**src/rtl/hazard_pkg.sv**
```systemverilog
// Shared widths, encodings and the per-source hazard rule for the pipeline hazard controller.
package hazard_pkg;

    localparam int TUSE_W = 2;
    localparam int TNEW_W = 2;
    localparam int REG_W  = 5;

    localparam logic [TUSE_W-1:0] TUSE_NONE = 2'd3;

    typedef enum logic {
        MD_MULT = 1'b0,
        MD_DIV  = 1'b1
    } md_op_e;

    typedef enum logic {
        ST_IDLE = 1'b0,
        ST_BUSY = 1'b1
    } md_state_e;

    // A source register conflicts when a producer in E or M will not have its result
    // ready by the time D needs it; $0 is hardwired and never conflicts.
    function automatic logic src_hazard(
        input logic [REG_W-1:0]  src,
        input logic [TUSE_W-1:0] tuse,
        input logic [REG_W-1:0]  wa_e,
        input logic [TNEW_W-1:0] tnew_e,
        input logic [REG_W-1:0]  wa_m,
        input logic [TNEW_W-1:0] tnew_m
    );
        logic hit;
        hit = 1'b0;
        if (src != '0 && tuse != TUSE_NONE) begin
            hit = ((src == wa_e) && (tnew_e > tuse)) ||
                  ((src == wa_m) && (tnew_m > tuse));
        end
        return hit;
    endfunction

endpackage

```
**src/rtl/hazard_ctrl_md_busy_timer.sv**
```systemverilog
// Mult/div busy timer: loads the op latency on start and counts down to idle.
module md_busy_timer
    import hazard_pkg::*;
#(
    parameter int MULT_CYCLES = 5,
    parameter int DIV_CYCLES  = 10,
    parameter int CNT_W       = 4
) (
    input  logic clk,
    input  logic clr_n,
    input  logic start,
    input  logic is_div,
    output logic busy
);

    md_state_e        state_reg, state_next;
    logic [CNT_W-1:0] cnt_reg, cnt_next;

    always_ff @(posedge clk or negedge clr_n) begin
        if (!clr_n) begin
            state_reg <= ST_IDLE;
            cnt_reg   <= '0;
        end else begin
            state_reg <= state_next;
            cnt_reg   <= cnt_next;
        end
    end

    always_comb begin
        state_next = state_reg;
        cnt_next   = cnt_reg;
        case (state_reg)
            ST_IDLE: begin
                if (start) begin
                    cnt_next   = (md_op_e'(is_div) == MD_DIV) ? CNT_W'(DIV_CYCLES)
                                                              : CNT_W'(MULT_CYCLES);
                    state_next = ST_BUSY;
                end
            end
            ST_BUSY: begin
                // A start arriving here is ignored; the timer is never reloaded mid-op.
                cnt_next = cnt_reg - 1'b1;
                if (cnt_reg == CNT_W'(1)) begin
                    state_next = ST_IDLE;
                end
            end
            default: begin
                state_next = ST_IDLE;
                cnt_next   = '0;
            end
        endcase
    end

    always_comb begin
        busy = (state_reg == ST_BUSY);
    end

    a_no_start_while_busy: assert property (@(posedge clk) disable iff (!clr_n)
        !(start && busy));

endmodule

```
**src/rtl/hazard_ctrl.sv**
```systemverilog
// Stall/flush controller: data-hazard compare, mult/div busy interlock, optional stall counter.
// Define HAZARD_STATS_EN to build the saturating stall-cycle counter on stall_cnt.
module hazard_ctrl
    import hazard_pkg::*;
#(
    parameter int MULT_CYCLES = 5,
    parameter int DIV_CYCLES  = 10,
    parameter int CNT_W       = 4
) (
    input  logic              clk,
    input  logic              clr_n,
    input  logic [REG_W-1:0]  rs_D,
    input  logic [REG_W-1:0]  rt_D,
    input  logic [TUSE_W-1:0] tuse_rs_D,
    input  logic [TUSE_W-1:0] tuse_rt_D,
    input  logic              md_use_D,
    input  logic [REG_W-1:0]  wa_E,
    input  logic [TNEW_W-1:0] tnew_E,
    input  logic [REG_W-1:0]  wa_M,
    input  logic [TNEW_W-1:0] tnew_M,
    input  logic              md_start_E,
    input  logic              md_div_E,
    output logic              stall_F,
    output logic              stall_D,
    output logic              flush_E,
    output logic              md_busy,
    output logic [31:0]       stall_cnt
);

    logic haz_rs, haz_rt, haz_md, stall;

    md_busy_timer #(
        .MULT_CYCLES(MULT_CYCLES),
        .DIV_CYCLES (DIV_CYCLES),
        .CNT_W      (CNT_W)
    ) u_timer (
        .clk   (clk),
        .clr_n (clr_n),
        .start (md_start_E),
        .is_div(md_div_E),
        .busy  (md_busy)
    );

    always_comb begin
        haz_rs = src_hazard(rs_D, tuse_rs_D, wa_E, tnew_E, wa_M, tnew_M);
        haz_rt = src_hazard(rt_D, tuse_rt_D, wa_E, tnew_E, wa_M, tnew_M);
        // The start cycle itself must stall too, since md_busy only rises on the next edge.
        haz_md = md_use_D && (md_busy || md_start_E);
        stall  = haz_rs || haz_rt || haz_md;
    end

    assign stall_F = stall;
    assign stall_D = stall;
    assign flush_E = stall;

`ifdef HAZARD_STATS_EN
    logic [31:0] stall_cnt_reg;

    always_ff @(posedge clk or negedge clr_n) begin
        if (!clr_n) begin
            stall_cnt_reg <= '0;
        end else if (stall && stall_cnt_reg != 32'hFFFF_FFFF) begin
            stall_cnt_reg <= stall_cnt_reg + 32'd1;
        end
    end

    assign stall_cnt = stall_cnt_reg;
`else
    assign stall_cnt = 32'h0;
`endif

endmodule
```
**config.mk**
```make
export PLATFORM = sky130hd
export DESIGN_NAME = hazard_ctrl
export DESIGN_NICKNAME = d
export VERILOG_FILES = /design/src/rtl/hazard_pkg.sv /design/src/rtl/hazard_ctrl_md_busy_timer.sv /design/src/rtl/hazard_ctrl.sv
export SDC_FILE = /design/constraint.sdc
export NUM_CORES = 1
export LEC_CHECK = 0
export ABC_AREA = 1
export CAP_MARGIN = 10
export CORE_MARGIN = 5
export CORE_UTILIZATION = 37
export DETAILED_ROUTE_END_ITERATION = 16
export PLACE_DENSITY = 0.81
export SLEW_MARGIN = 20
export SYNTH_ARGS = -nofsm -noshare
export SYNTH_HDL_FRONTEND = slang
export SYNTH_SLANG_ARGS = --single-unit
export TNS_END_PERCENT = 50
```
**constraint.sdc**
```tcl
create_clock -name clk -period 1.5 [get_ports clk]
set_input_delay 0.225 -clock clk [delete_from_list [all_inputs] [get_ports clk]]
set_output_delay 0.225 -clock clk [all_outputs]
set_load 0.05 [all_outputs]
```
# Yosys cells after proc, flatten, opt, wreduce, memory -nomap -nowiden
# Index checks and enable logic that the tools add are counted.
# classes
muxes	8
add_sub_neg	1
reduce_logical	14
bitwise	1
eq_ne	8
magnitude_cmp	4
# ops
cell	count
5-bit equality test	4
5-bit nonzero test	2
2-bit > comparator	4
4-bit two-way mux	2
4-bit one-hot mux with 2 select lines	1
1-bit logical AND	7
2-bit != test, second input constant	3
1-bit logical OR	5
4-bit by 1-bit equality test with 1-bit output, second input constant	1
1-bit two-way mux	4
4-bit by 1-bit subtractor with 4-bit output, second input constant	1
1-bit one-hot mux with 2 select lines	1
1-bit NOT	1
# totals
reg_bits	5
in_bits	33
wordCells	38

# Longest topological paths before layout
# depth
ltp_word	6
ltp_mapped	12
depth_no_buf	11

# Cells and area by module
# A second synthesis with hierarchy kept.
# hier_totals
hier_cells	195
hier_area_um2	1154.9
# by_module_without_submodules
mod	area_each_um2	cells_per_inst	n_inst
hazard_ctrl	859.6	158	1
md_busy_timer	295.3	37	1

# Worst setup path after synthesis
# No wires, ideal clock.
# synth_timing
path_type	register -> output
startpoint	reg u_timer.state_reg (netlist: u_timer.busy)
endpoint	out stall_D
path_stages_with_launch	6
t_arrival_ps	1529
n_path_buf	1
path_slack_ps	-254
path_cell_list	dfrtp_1 nor2_1 inv_1 nand2_1 nand3_2 buf_4
# synth_via
elab_chain_len	3
# synth_rtl
item	line	source
start: declaration	hazard_ctrl_md_busy_timer.sv:16	md_state_e state_reg, state_next;
start signal: assignment	hazard_ctrl_md_busy_timer.sv:24	state_reg <= state_next;
1-bit logical OR	hazard_ctrl.sv:48	haz_md = md_use_D && (md_busy || md_start_E);
1-bit logical AND	hazard_ctrl.sv:48	
1-bit logical OR	hazard_ctrl.sv:49	stall = haz_rs || haz_rt || haz_md;
end: declaration	hazard_ctrl.sv:24	output logic stall_D,
# No other way between the ends.

# Final worst setup path
# layout_timing
startpoint	in tuse_rt_D[1]
endpoint	out flush_E
# layout_via
elab_chain_len	6
word_cells_on_any_way	10
classes_between	2 x order compare; 1 x eq/ne; 1 x mux; 6 x reduce/logical
# layout_rtl
item	line	source
start: declaration	hazard_ctrl.sv:15	input logic [TUSE_W-1:0] tuse_rt_D,
2-bit > comparator (on tied branches)	hazard_pkg.sv:33, hazard_pkg.sv:34	
1-bit logical AND (on tied branches)	hazard_pkg.sv:33, hazard_pkg.sv:34	
1-bit logical OR	hazard_pkg.sv:33	hit = ((src == wa_e) && (tnew_e > tuse)) ||
1-bit two-way mux (*)	hazard_pkg.sv:32	if (src != '0 && tuse != TUSE_NONE) begin
1-bit logical OR (*) (2 in a row)	hazard_ctrl.sv:49	
end: declaration	hazard_ctrl.sv:25	output logic flush_E,
# Every way passes the cells marked *; elsewhere a longest branch is shown, timed or not.

==> results.json <==
{
  "synth-seq-cells": 5,
  "start_util_pct": 39.25,
  "syn2layout_area_growth_pct": 40.57,
  "synth_top_area_cell": "buf_4",
  "finalCriticalPeriod_ps": 1584,
  "finalCritPeriodShare_pct": 105.6,
  "reg2reg_depth": 4,
  "clockPowerShare_pct": 11.5,
  "grt_pass1_vias": 1089,
  "die_w_um": 64.55,
  "port_buffers": 36,
  "critPathKind": "in2out",
  "seq_power_share_pct": 18.3,
  "yosys_warnings": 0,
  "h-tree-depth": 1,
  "startpoint": "tuse_rt_D[1]",
  "grt_antenna_before_repair": 0,
  "largest_reg_flops": 4,
  "nFillCells": 289,
  "violations": "setup timing",
  "grt-ovfl-total": 0,
  "path_max_fanout": 3,
  "p_comb_share_pct": 70.3,
  "final_util_pct": 55.17,
  "cts.sinks": 5,
  "cts_tree": "yes",
  "diodes": 0,
  "slew_viol_final": 0,
  "rows": 19,
  "critical_path.cell_chain": "buf_2 > inv_2 > ha_4 > a21oi_2 > nor2_1 > nand3_1 > nand2_1 > nand2_2 > nand3_4 > buf_12",
  "cts-buffers-inserted": 3,
  "clk_pin_slew_ps": 50,
  "setup_slack_ps": -83.89,
  "routed-via-count": 1104,
  "synth_commonest_cells": "nand2_1, buf_4, inv_1, nor2_1, ha_1",
  "die-area_sq_um": 4167,
  "final-setup-viol-count": 3,
  "peakVddDrop_uv": 629.0,
  "internal-power_uw": 679.0,
  "cts_root_buf": "clkbuf_4",
  "skew_ps": 5.555,
  "crit-reg2reg-launch": "u_timer.busy",
  "ant_nets": 0,
  "async_reset_ff_share_pct": 100.0,
  "regArea_sq_um": 126.4,
  "grt_start_max_net_pins": 8,
  "endpoint": "flush_E",
  "hold_viol": 0,
  "grt_usage_pct": 13.60,
  "synth.top_cell.area_share_pct": 23.18,
  "drive_above_1_share_pct": 20.18,
  "die_h_um": 64.55,
  "status": "finished, violations left",
  "max_stage_delay_ps": 220,
  "synth_cells": 189,
  "ys.flop_type": "dfrtp_1",
  "synth_cell_type_count": 16,
  "crit_arrival_ps": 1360,
  "pwr_density_cell_nw_per_um2": 907.8,
  "final_nets": 272,
  "leakagePower_uw": 0.0008735,
  "synth_most_common_cell": "nand2_1",
  "first_pass_iters": 4,
  "route.detailed.drc": 0,
  "drt-total-wl_um": 2754,
  "ys_seq_area_share_pct": 11.36,
  "crit_path_end_kind": "output pin",
  "avgRoutedWirePerCell_um": 10.63,
  "power_switching_uw": 726.1,
  "crit_slowest_cell": "ha_4",
  "cts.path.max_buffers": 2,
  "synth-edff-count": 0,
  "synth_top_cells_by_area": "buf_4, nand2_1, dfrtp_1",
  "drt_iter0_markers": 11,
  "multi_input_area_sq_um": 838.3,
  "hp-class": "in2async",
  "cp-start-kind": "input pin",
  "grt_pass1_wl_um": 4519,
  "r2r_end": "u_timer.cnt_reg[0]",
  "avgSynthCellArea_sq_um": 5.826,
  "viasPerCell": 4.263,
  "clk_latency_ps": 250,
  "swShare_pct": 51.68,
  "synth_area_sq_um": 1101,
  "reg2reg_setup_slack_ps": 340,
  "place_ws_ps": -616.6,
  "cp.required_ps": 1270,
  "rsz0062_at_grt": "true",
  "drv_cap": 0,
  "holdBufCountCts": 0,
  "place_hpwl_um": 2394,
  "fmax_ghz": 0.6314,
  "place_congestion": 0.9048,
  "coreArea_sq_um": 2805,
  "ioPinCount": 69
}
-- stage by stage --
stage / power [uW] / area, sq um / instances / hold WS (ps) / setup TNS [ps]
floorplan: 980.5 / 1311 / 220 / -70.59 / -5.678
global placement: 1216 / 1503 / 256 / 473.2 / -1688
detailed placement: 1243 / 1503 / 256 / 477.0 / -1848
CTS: 1408 / 1545 / 260 / 205.9 / -416.8
global route: 1539 / 1548 / 259 / 221.9 / -487.0
finish: 1405 / 1548 / 259 / 207.4 / -251.3
-- power groups by stage --
stage,Sequential (uW),Clock [uW],Combinational [uW]
final,257,161,987
after global placement,251,0,966
after global routing,267,176,1100
after CTS,256,168,983
after floorplan,300,0,680
after detailed placement,258,0,985
-- kinds of logic (layout without fill, tap and decap cells) --
| logic type | Yosys count | count (layout) | synth area share, % |
|---|---|---|---|
| xor gates and xnor gates | 4 | 4 | 3.181 |
| and+or+nand+nor | 81 | 81 | 29.43 |
| other | 1 | 32 | 0.3406 |
| adders and majority gates | 10 | 10 | 11.36 |
| buffers and inverters | 69 | 77 | 35.11 |
| AOI/OAI and AO/OA | 19 | 19 | 9.204 |
| DFF | 5 | 5 | 11.36 |
-- area by class of cell --
cell class              count  share of cell area, %
multi-input cells         146                  54.16
repair buffers             38                  24.17
inverters                  35                  9.297
flip-flops and latches      5                  8.165
well taps                  31                  2.506
clock buffers               4                  1.698
-- critical path: cells and delay by family --
kind            cells  cell delay, ps
buf+inv             3             370
fa+ha+maj           1             220
simple gates        5             390
compound gates      1             150
-- worst min path at each step --
stage	startpoint	end	slack, ps	cells past startpoint
6_report	clr_n	u_timer.cnt_reg[3]	210	1
3_5_place_dp	clr_n	u_timer.cnt_reg[2]	480	1
5_1_grt	clr_n	u_timer.cnt_reg[3]	220	1
4_1_cts	clr_n	u_timer.cnt_reg[3]	210	1
2_1_floorplan	clr_n	u_timer.busy	-70	0
3_3_place_gp	clr_n	u_timer.cnt_reg[3]	470	1
-- layer usage --
| layer | vias to the layer above | GRT usage [%] | wire length [um] |
|---|---|---|---|
| li1 | 589 | - | - |
| met1 | 469 | 15.33 | 1095 |
| met2 | 41 | 25.52 | 1400 |
| met3 | 5 | 2.418 | 216 |
| met4 | 0 | 4.749 | 42 |
| met5 | - | 0 | 0 |
-- layout by cell type, fill, tap and decap left out, drive strengths merged, types with 5 or more instances in the layout --
cell type and count:
buf 14, nand3 10, inv 35, dfrtp 5
conb 32, o21ai 9, nand2 53, ha 10
nor2 17, dlygate4sd2 20, a21oi 7
-- repair_timing --
item | CTS | global route
buffers inserted | 0 | 0
resized for setup | 69 | 9
pin swaps | 24 | 7
endpoints found under the hold margin | 0 | 0
endpoints found under the setup margin | 3 | 3
Power figures use the tool's default switching activity.
